File: src/rtl/alu_seq.sv
// Handshaked ALU: single-cycle add/sub/shift/logic, iterative shift-add multiply.
// Define ALU_DIV_EN to turn op 111 into an iterative restoring divide; otherwise it is illegal.
module alu_seq #(
   parameter int unsigned WIDTH        = 16,
   parameter bit          ARITH_RSHIFT = 1'b0
) (
   input  logic                 CLK100MHZ,
   input  logic                 CPU_RESETN,
   input  logic                 in_valid,
   output logic                 in_ready,
   input  logic [2:0]           op,
   input  logic [WIDTH-1:0]     a,
   input  logic [WIDTH-1:0]     b,
   output logic                 out_valid,
   input  logic                 out_ready,
   output logic [2*WIDTH-1:0]   ans,
   output logic                 carry,
   output logic                 ovf,
   output logic                 zero,
   output logic                 err,
   output logic                 busy
);

   localparam int unsigned SHW = $clog2(WIDTH);
   localparam logic [SHW-1:0] CntLast = SHW'(WIDTH - 1);

   localparam logic [2:0] OpAdd = 3'b000;
   localparam logic [2:0] OpSub = 3'b001;
   localparam logic [2:0] OpMul = 3'b010;
   localparam logic [2:0] OpRsh = 3'b011;
   localparam logic [2:0] OpLsh = 3'b100;
   localparam logic [2:0] OpAnd = 3'b101;
   localparam logic [2:0] OpOr  = 3'b110;

   typedef enum logic [1:0] {StIdle, StExec, StDone} state_e;

   state_e               state_q, state_d;
   logic [SHW-1:0]       cnt_q, cnt_d;
   logic [WIDTH-1:0]     m_q, m_d;
   logic [2*WIDTH-1:0]   acc_q, acc_d;
   logic [2*WIDTH-1:0]   ans_q, ans_d;
   logic                 carry_q, carry_d, ovf_q, ovf_d, zero_q, zero_d, err_q, err_d;

   logic [WIDTH:0]       sum, diff, mul_sum;
   logic [WIDTH-1:0]     rsh, lsh;
   logic [SHW-1:0]       shamt;
   logic                 oversize;
   logic [2*WIDTH-1:0]   sc_ans, mul_step, step;
   logic                 sc_c, sc_v, sc_e;

`ifdef ALU_DIV_EN
   logic                 is_div_q, is_div_d, dz_q, dz_d;
   logic [WIDTH:0]       div_sh, div_sub;
   logic [2*WIDTH-1:0]   div_step;
`endif

   // Single-cycle results, computed straight from the request operands.
   always_comb begin
      sum      = {1'b0, a} + {1'b0, b};
      diff     = {1'b0, a} - {1'b0, b};
      shamt    = b[SHW-1:0];
      oversize = (b >= WIDTH'(WIDTH));
      if (oversize)          rsh = ARITH_RSHIFT ? {WIDTH{a[WIDTH-1]}} : '0;
      else if (ARITH_RSHIFT) rsh = $signed(a) >>> shamt;
      else                   rsh = a >> shamt;
      lsh    = oversize ? '0 : (a << shamt);
      sc_ans = '0;
      sc_c   = 1'b0;
      sc_v   = 1'b0;
      sc_e   = 1'b0;
      case (op)
         OpAdd: begin
            sc_ans = {{(WIDTH-1){1'b0}}, sum};
            sc_c   = sum[WIDTH];
            sc_v   = (a[WIDTH-1] == b[WIDTH-1]) && (sum[WIDTH-1] != a[WIDTH-1]);
         end
         OpSub: begin
            sc_ans = {{(WIDTH-1){diff[WIDTH]}}, diff};
            sc_c   = diff[WIDTH];
            sc_v   = (a[WIDTH-1] != b[WIDTH-1]) && (diff[WIDTH-1] != a[WIDTH-1]);
         end
         OpRsh:   sc_ans = {{WIDTH{1'b0}}, rsh};
         OpLsh:   sc_ans = {{WIDTH{1'b0}}, lsh};
         OpAnd:   sc_ans = {{WIDTH{1'b0}}, a & b};
         OpOr:    sc_ans = {{WIDTH{1'b0}}, a | b};
         default: sc_e   = 1'b1;
      endcase
   end

   // acc holds {partial, multiplier} for MUL and {remainder, dividend/quotient} for DIV.
   always_comb begin
      mul_sum  = {1'b0, acc_q[2*WIDTH-1:WIDTH]} + (acc_q[0] ? {1'b0, m_q} : '0);
      mul_step = {mul_sum, acc_q[WIDTH-1:1]};
`ifdef ALU_DIV_EN
      div_sh   = {acc_q[2*WIDTH-1:WIDTH], acc_q[WIDTH-1]};
      div_sub  = div_sh - {1'b0, m_q};
      div_step = div_sub[WIDTH] ? {div_sh[WIDTH-1:0], acc_q[WIDTH-2:0], 1'b0}
                                : {div_sub[WIDTH-1:0], acc_q[WIDTH-2:0], 1'b1};
      step     = is_div_q ? div_step : mul_step;
`else
      step     = mul_step;
`endif
   end

   always_comb begin
      state_d = state_q;
      cnt_d   = cnt_q;
      m_d     = m_q;
      acc_d   = acc_q;
      ans_d   = ans_q;
      carry_d = carry_q;
      ovf_d   = ovf_q;
      err_d   = err_q;
`ifdef ALU_DIV_EN
      is_div_d = is_div_q;
      dz_d     = dz_q;
`endif
      case (state_q)
         StIdle: begin
            if (in_valid) begin
               if (op == OpMul) begin
                  state_d = StExec;
                  cnt_d   = '0;
                  m_d     = a;
                  acc_d   = {{WIDTH{1'b0}}, b};
`ifdef ALU_DIV_EN
                  is_div_d = 1'b0;
               end else if (op == 3'b111) begin
                  state_d  = StExec;
                  cnt_d    = '0;
                  m_d      = b;
                  acc_d    = {{WIDTH{1'b0}}, a};
                  is_div_d = 1'b1;
                  dz_d     = (b == '0);
`endif
               end else begin
                  state_d = StDone;
                  ans_d   = sc_ans;
                  carry_d = sc_c;
                  ovf_d   = sc_v;
                  err_d   = sc_e;
               end
            end
         end
         StExec: begin
            acc_d = step;
            cnt_d = cnt_q + 1'b1;
            if (cnt_q == CntLast) begin
               state_d = StDone;
               cnt_d   = '0;
               ans_d   = step;
               carry_d = 1'b0;
               ovf_d   = |step[2*WIDTH-1:WIDTH];
               err_d   = 1'b0;
`ifdef ALU_DIV_EN
               if (is_div_q) begin
                  ovf_d = 1'b0;
                  err_d = dz_q;
               end
`endif
            end
         end
         StDone: begin
            if (out_ready) state_d = StIdle;
         end
         default: state_d = StIdle;
      endcase
      zero_d = (ans_d == '0);
   end

   always_ff @(posedge CLK100MHZ or negedge CPU_RESETN) begin
      if (!CPU_RESETN) begin
         state_q <= StIdle;
         cnt_q   <= '0;
         m_q     <= '0;
         acc_q   <= '0;
         ans_q   <= '0;
         carry_q <= 1'b0;
         ovf_q   <= 1'b0;
         zero_q  <= 1'b0;
         err_q   <= 1'b0;
`ifdef ALU_DIV_EN
         is_div_q <= 1'b0;
         dz_q     <= 1'b0;
`endif
      end else begin
         state_q <= state_d;
         cnt_q   <= cnt_d;
         m_q     <= m_d;
         acc_q   <= acc_d;
         ans_q   <= ans_d;
         carry_q <= carry_d;
         ovf_q   <= ovf_d;
         zero_q  <= zero_d;
         err_q   <= err_d;
`ifdef ALU_DIV_EN
         is_div_q <= is_div_d;
         dz_q     <= dz_d;
`endif
      end
   end

   assign in_ready  = (state_q == StIdle);
   assign busy      = (state_q == StExec);
   assign out_valid = (state_q == StDone);
   assign ans       = ans_q;
   assign carry     = carry_q;
   assign ovf       = ovf_q;
   assign zero      = zero_q;
   assign err       = err_q;

endmodule

File: config.mk
export PLATFORM = sky130hd
export DESIGN_NAME = alu_seq
export DESIGN_NICKNAME = d
export VERILOG_FILES = /design/src/rtl/alu_seq.sv
export SDC_FILE = /design/constraint.sdc
export NUM_CORES = 1
export LEC_CHECK = 0
export CAP_MARGIN = 15
export CORE_MARGIN = 10
export CORE_UTILIZATION = 54
export DETAILED_ROUTE_END_ITERATION = 12
export MAX_ROUTING_LAYER = met4
export PLACE_DENSITY = 0.77
export SETUP_SLACK_MARGIN = 0.5
export SYNTH_ARGS = -nofsm -noshare
export SYNTH_HDL_FRONTEND = slang
export SYNTH_SLANG_ARGS = --single-unit
File: constraint.sdc
create_clock -name CLK100MHZ -period 3.55 [get_ports CLK100MHZ]
set_input_delay 0.5325 -clock CLK100MHZ [delete_from_list [all_inputs] [get_ports CLK100MHZ]]
set_output_delay 0.5325 -clock CLK100MHZ [all_outputs]
set_load 0.02 [all_outputs]
==> flow_summary.toml <==
[power]
p_per_area_nw_per_um2 = 484.3
power.total_mw = 6.358
vdd_drop_max_v = 0.0004559
leakage_nw = 6.174

[route]
drtIter0Drc = 2094
drtAntennaViolNets = 0
first_pass_iters = 11
vias = 11880
avgRoutedWirePerCell_um = 26.79
post-route-drc-count = 0
drt-vias-per-instance = 7.037
wirelength_um = 45220

[yosys]
synth_compound_area_share_pct = 26.79
ys_warn_count = 0
synth_cell_types = 88
syn_nets = 1260
async_flop_share_pct = 100.0
synth_edf_count = 0
synth_top_family_by_area = "compound AO/OA/AOI/OAI gates"
yosys.area_share.simple_pct = 23.39
avgSynthCellArea_um2 = 8.048
ys_seq_elements = 90
synthMuxAreaShare_pct = 8.017
synth_flop_cell = "dfrtp_1"
synth_fa_ha_area_share_pct = 10.13
yosys.area_share.xor_xnor_pct = 1.612
yosysSeqAreaShare_pct = 24.38
synthCells = 1148
syn-cell-area_um2 = 9239

[floorplan]
dieArea_um2 = 22740
die_y_um = 150.8
io_pins = 78
initial_utilization_pct = 55.32
core_region_area_um2 = 16700
rows = 47
fp.dieW_um = 150.8

[clock_tree]
cts_sinks = 90
cts_root_buffer = "clkbuf_16"
h-tree-depth = 3
cts_buffer_depth = 2
clk_pin_slew_ns = 0.07
cts_tree = "built"
hold_buffers = 0
numCtsBuffers = 9
clock_latency_ns = 0.35

[worst_setup_path]
crit_family = "simple AND/OR/NAND/NOR gates"
crit_chain = "and2_1 -> ha_4 -> o211ai_1 -> buf_4 -> o211ai_1 -> buf_4 -> nand2_2 -> xnor2_2 -> a22o_1 -> or4_4 -> nor4_4 -> nand4_1 -> nor2_1"
r2r_end = "zero"
startpoint_type = "register"
slowest_stage = "or4_4"
path_class = "reg -> reg"
r2r_start = "acc_q[0]"
critPathBufInv = 2
reg2reg_slack_ns = -0.26
cp_max_fo = 6
cp-end-kind = "register"
worstPathArrival_ns = 4.08
r2r_cells = 13
worstPathRequired_ns = 3.83
slowest_delay_ns = 0.54

[sta]
hold_slack_ns = 0.2405
relSlewSlack_pct = 48.83
finalCritPeriodShare_pct = 107.2
final.setup.worst_slack_ns = -0.2557
finalCriticalPeriod_ns = 3.806
drv_slew = 0
max_freq_ghz = 0.2628
finalClockSkew_ns = 0.01273
worst_slew_pin_slew_ns = 0.7675
hold_viol = 0
finalSetupViolCount = 1
rsz0062_at_grt = "yes"

[global_route]
overflow = 0
antenna_found_initial = 0
grt_pass1_vias = 11410
grt_pass1_wl_um = 67130
grt_use_total_pct = 39.30
grt_max_degree = 59

[finish]
design_area_um2 = 13130
antenna-diode-count = 0
fillers = 1114
layout.nets = 1576
syn_to_final_growth_pct = 42.10
drive_gt1_share_pct = 30.38

[status]
violations = "setup timing"
status = "finished, violations left"

[flow_run]
cap_violations = 0

[place]
placed_cell_area_um2 = 12190
io_buffers = 77
place_hpwl_um = 33390
place_congestion = 1.095

[hold_path]
hold_path.class = "in -> async"
## worst max-delay path by stage
stage | cells after the start | end | slack [ns] | from
6_report | 13 | zero | -0.26 | acc_q[0]
3_5_place_dp | 13 | zero | -0.56 | b[0]
4_1_cts | 14 | zero | 0.07 | b[2]
5_1_grt | 13 | zero | -0.26 | acc_q[0]
3_3_place_gp | 13 | zero | -0.53 | b[0]
2_1_floorplan | 13 | ovf | 0.20 | acc_q[0]
## report_power, final
| group | internal (mW) | switching [mW] | total, mW |
|---|---|---|---|
| Clock | 0.634 | 0.405 | 1.04 |
| Sequential | 1.38 | 0.360 | 1.74 |
| Combinational | 1.59 | 1.99 | 3.58 |
## cells in the final DEF (no fill, tap or decap), types with 8 or more instances in the layout
| master | synthesis | routed |
|---|---|---|
| o211ai_1 | 16 | 16 |
| ha_1 | 70 | 56 |
| inv_1 | 54 | 49 |
| nor4_1 | 17 | 12 |
| a22oi_1 | 17 | 16 |
| nor2b_1 | 14 | 12 |
| dfrtp_1 | 90 | 89 |
| nand4_1 | 10 | 10 |
| and2_1 | 29 | 28 |
| o21ai_0 | 66 | 62 |
| a21o_1 | 12 | 12 |
| or2_2 | 15 | 15 |
| ha_4 | 0 | 10 |
| mux4_2 | 12 | 12 |
| a221o_1 | 16 | 16 |
| clkbuf_16 | 0 | 9 |
| mux2i_1 | 38 | 38 |
| a211o_1 | 10 | 10 |
| a211oi_1 | 15 | 13 |
| o22ai_1 | 17 | 17 |
| a21oi_2 | 0 | 8 |
| a21oi_1 | 56 | 48 |
| nor3_1 | 22 | 22 |
| and3_1 | 16 | 14 |
| clkdlybuf4s50_1 | 0 | 65 |
| nand2b_1 | 19 | 18 |
| buf_4 | 3 | 294 |
| a31oi_1 | 26 | 22 |
| nand3_1 | 40 | 38 |
| nand2_1 | 133 | 131 |
| nor2_1 | 74 | 70 |
## sequential cells by signal, summed over array words and instances (netlist names)
signal   flops
zero         1
cnt_q        4
err          1
ovf          1
state_q      2
m_q         16
acc_q       32
ans         32
carry        1
## kinds of logic after synthesis
kind of cell / Yosys count
adders and majority gates: 73
xor gates and xnor gates: 17
DFF: 90
AOI/OAI and AO/OA: 352
buffers and inverters: 129
and+or+nand+nor: 429
muxes: 58
## layout make-up
cell class | count | area (µm²) | area share, %
inverter | 57 | 215.2 | 1.639
sequential | 90 | 2253 | 17.16
clock inverter | 4 | 76.32 | 0.5813
tap | 220 | 275.3 | 2.097
clock buffer | 11 | 242.7 | 1.849
multi-input combinational | 929 | 6974 | 53.12
timing repair buffer | 377 | 3092 | 23.55
## through the flow
step           cells  utilization (%)  TNS [ns]  worst slack (ns)
2_1_floorplan   1148                -         0            0.2050
6_report        1688            78.61   -0.2557           -0.2557
4_1_cts         1683            76.33         0           0.06861
3_3_place_gp    1659            72.97   -0.5548           -0.5325
5_1_grt         1688            78.61   -0.3808           -0.2566
3_5_place_dp    1659            72.97   -0.8348           -0.5631
## layer usage
| metal | track usage (%) | up-vias | routed length (µm) |
|---|---|---|---|
| met4 | 21.17 | 0 | 3226 |
| met5 | - | - | 0 |
| li1 | - | 4935 | - |
| met1 | 48.75 | 5507 | 15940 |
| met3 | 8.473 | 279 | 6386 |
| met2 | 58.87 | 1158 | 19670 |
## Yosys cell counts, types with 5 or more instances
library cell / number / area share [%]
a211o_1: 10 / 0.95
a211oi_1: 15 / 1.2
a21o_1: 12 / 0.98
a21oi_1: 56 / 3.0
a221o_1: 16 / 1.7
a221oi_1: 8 / 0.76
a22o_1: 6 / 0.57
a22oi_1: 17 / 1.4
a311oi_1: 5 / 0.47
a31oi_1: 26 / 1.8
and2_1: 29 / 2.0
and3_1: 16 / 1.1
buf_1: 5 / 0.20
buf_2: 12 / 0.65
clkbuf_1: 50 / 2.0
dfrtp_1: 90 / 24
ha_1: 70 / 9.5
inv_1: 54 / 2.2
mux2_2: 8 / 0.98
mux2i_1: 38 / 4.1
mux4_2: 12 / 2.9
nand2_1: 133 / 5.4
nand2b_1: 19 / 1.3
nand3_1: 40 / 2.2
nand3b_1: 7 / 0.57
nand4_1: 10 / 0.68
nor2_1: 74 / 3.0
nor2b_1: 14 / 0.95
nor3_1: 22 / 1.2
nor4_1: 17 / 1.2
o211ai_1: 16 / 1.3
o21a_1: 5 / 0.41
o21ai_0: 66 / 3.6
o221ai_1: 5 / 0.47
o22ai_1: 17 / 1.2
o311ai_0: 6 / 0.57
o31ai_1: 5 / 0.41
or2_2: 15 / 1.0
or3_1: 7 / 0.47
or4_1: 6 / 0.49
xnor2_1: 9 / 0.85
xor2_1: 8 / 0.76
## what timing repair did
action                                  in CTS  in global routing
gates resized for setup                     37                 72
endpoints found under the setup margin      24                 30
pin swaps                                   10                 21
buffers inserted                             9                  5
Note: power is estimated with default switching activity, not from simulation.
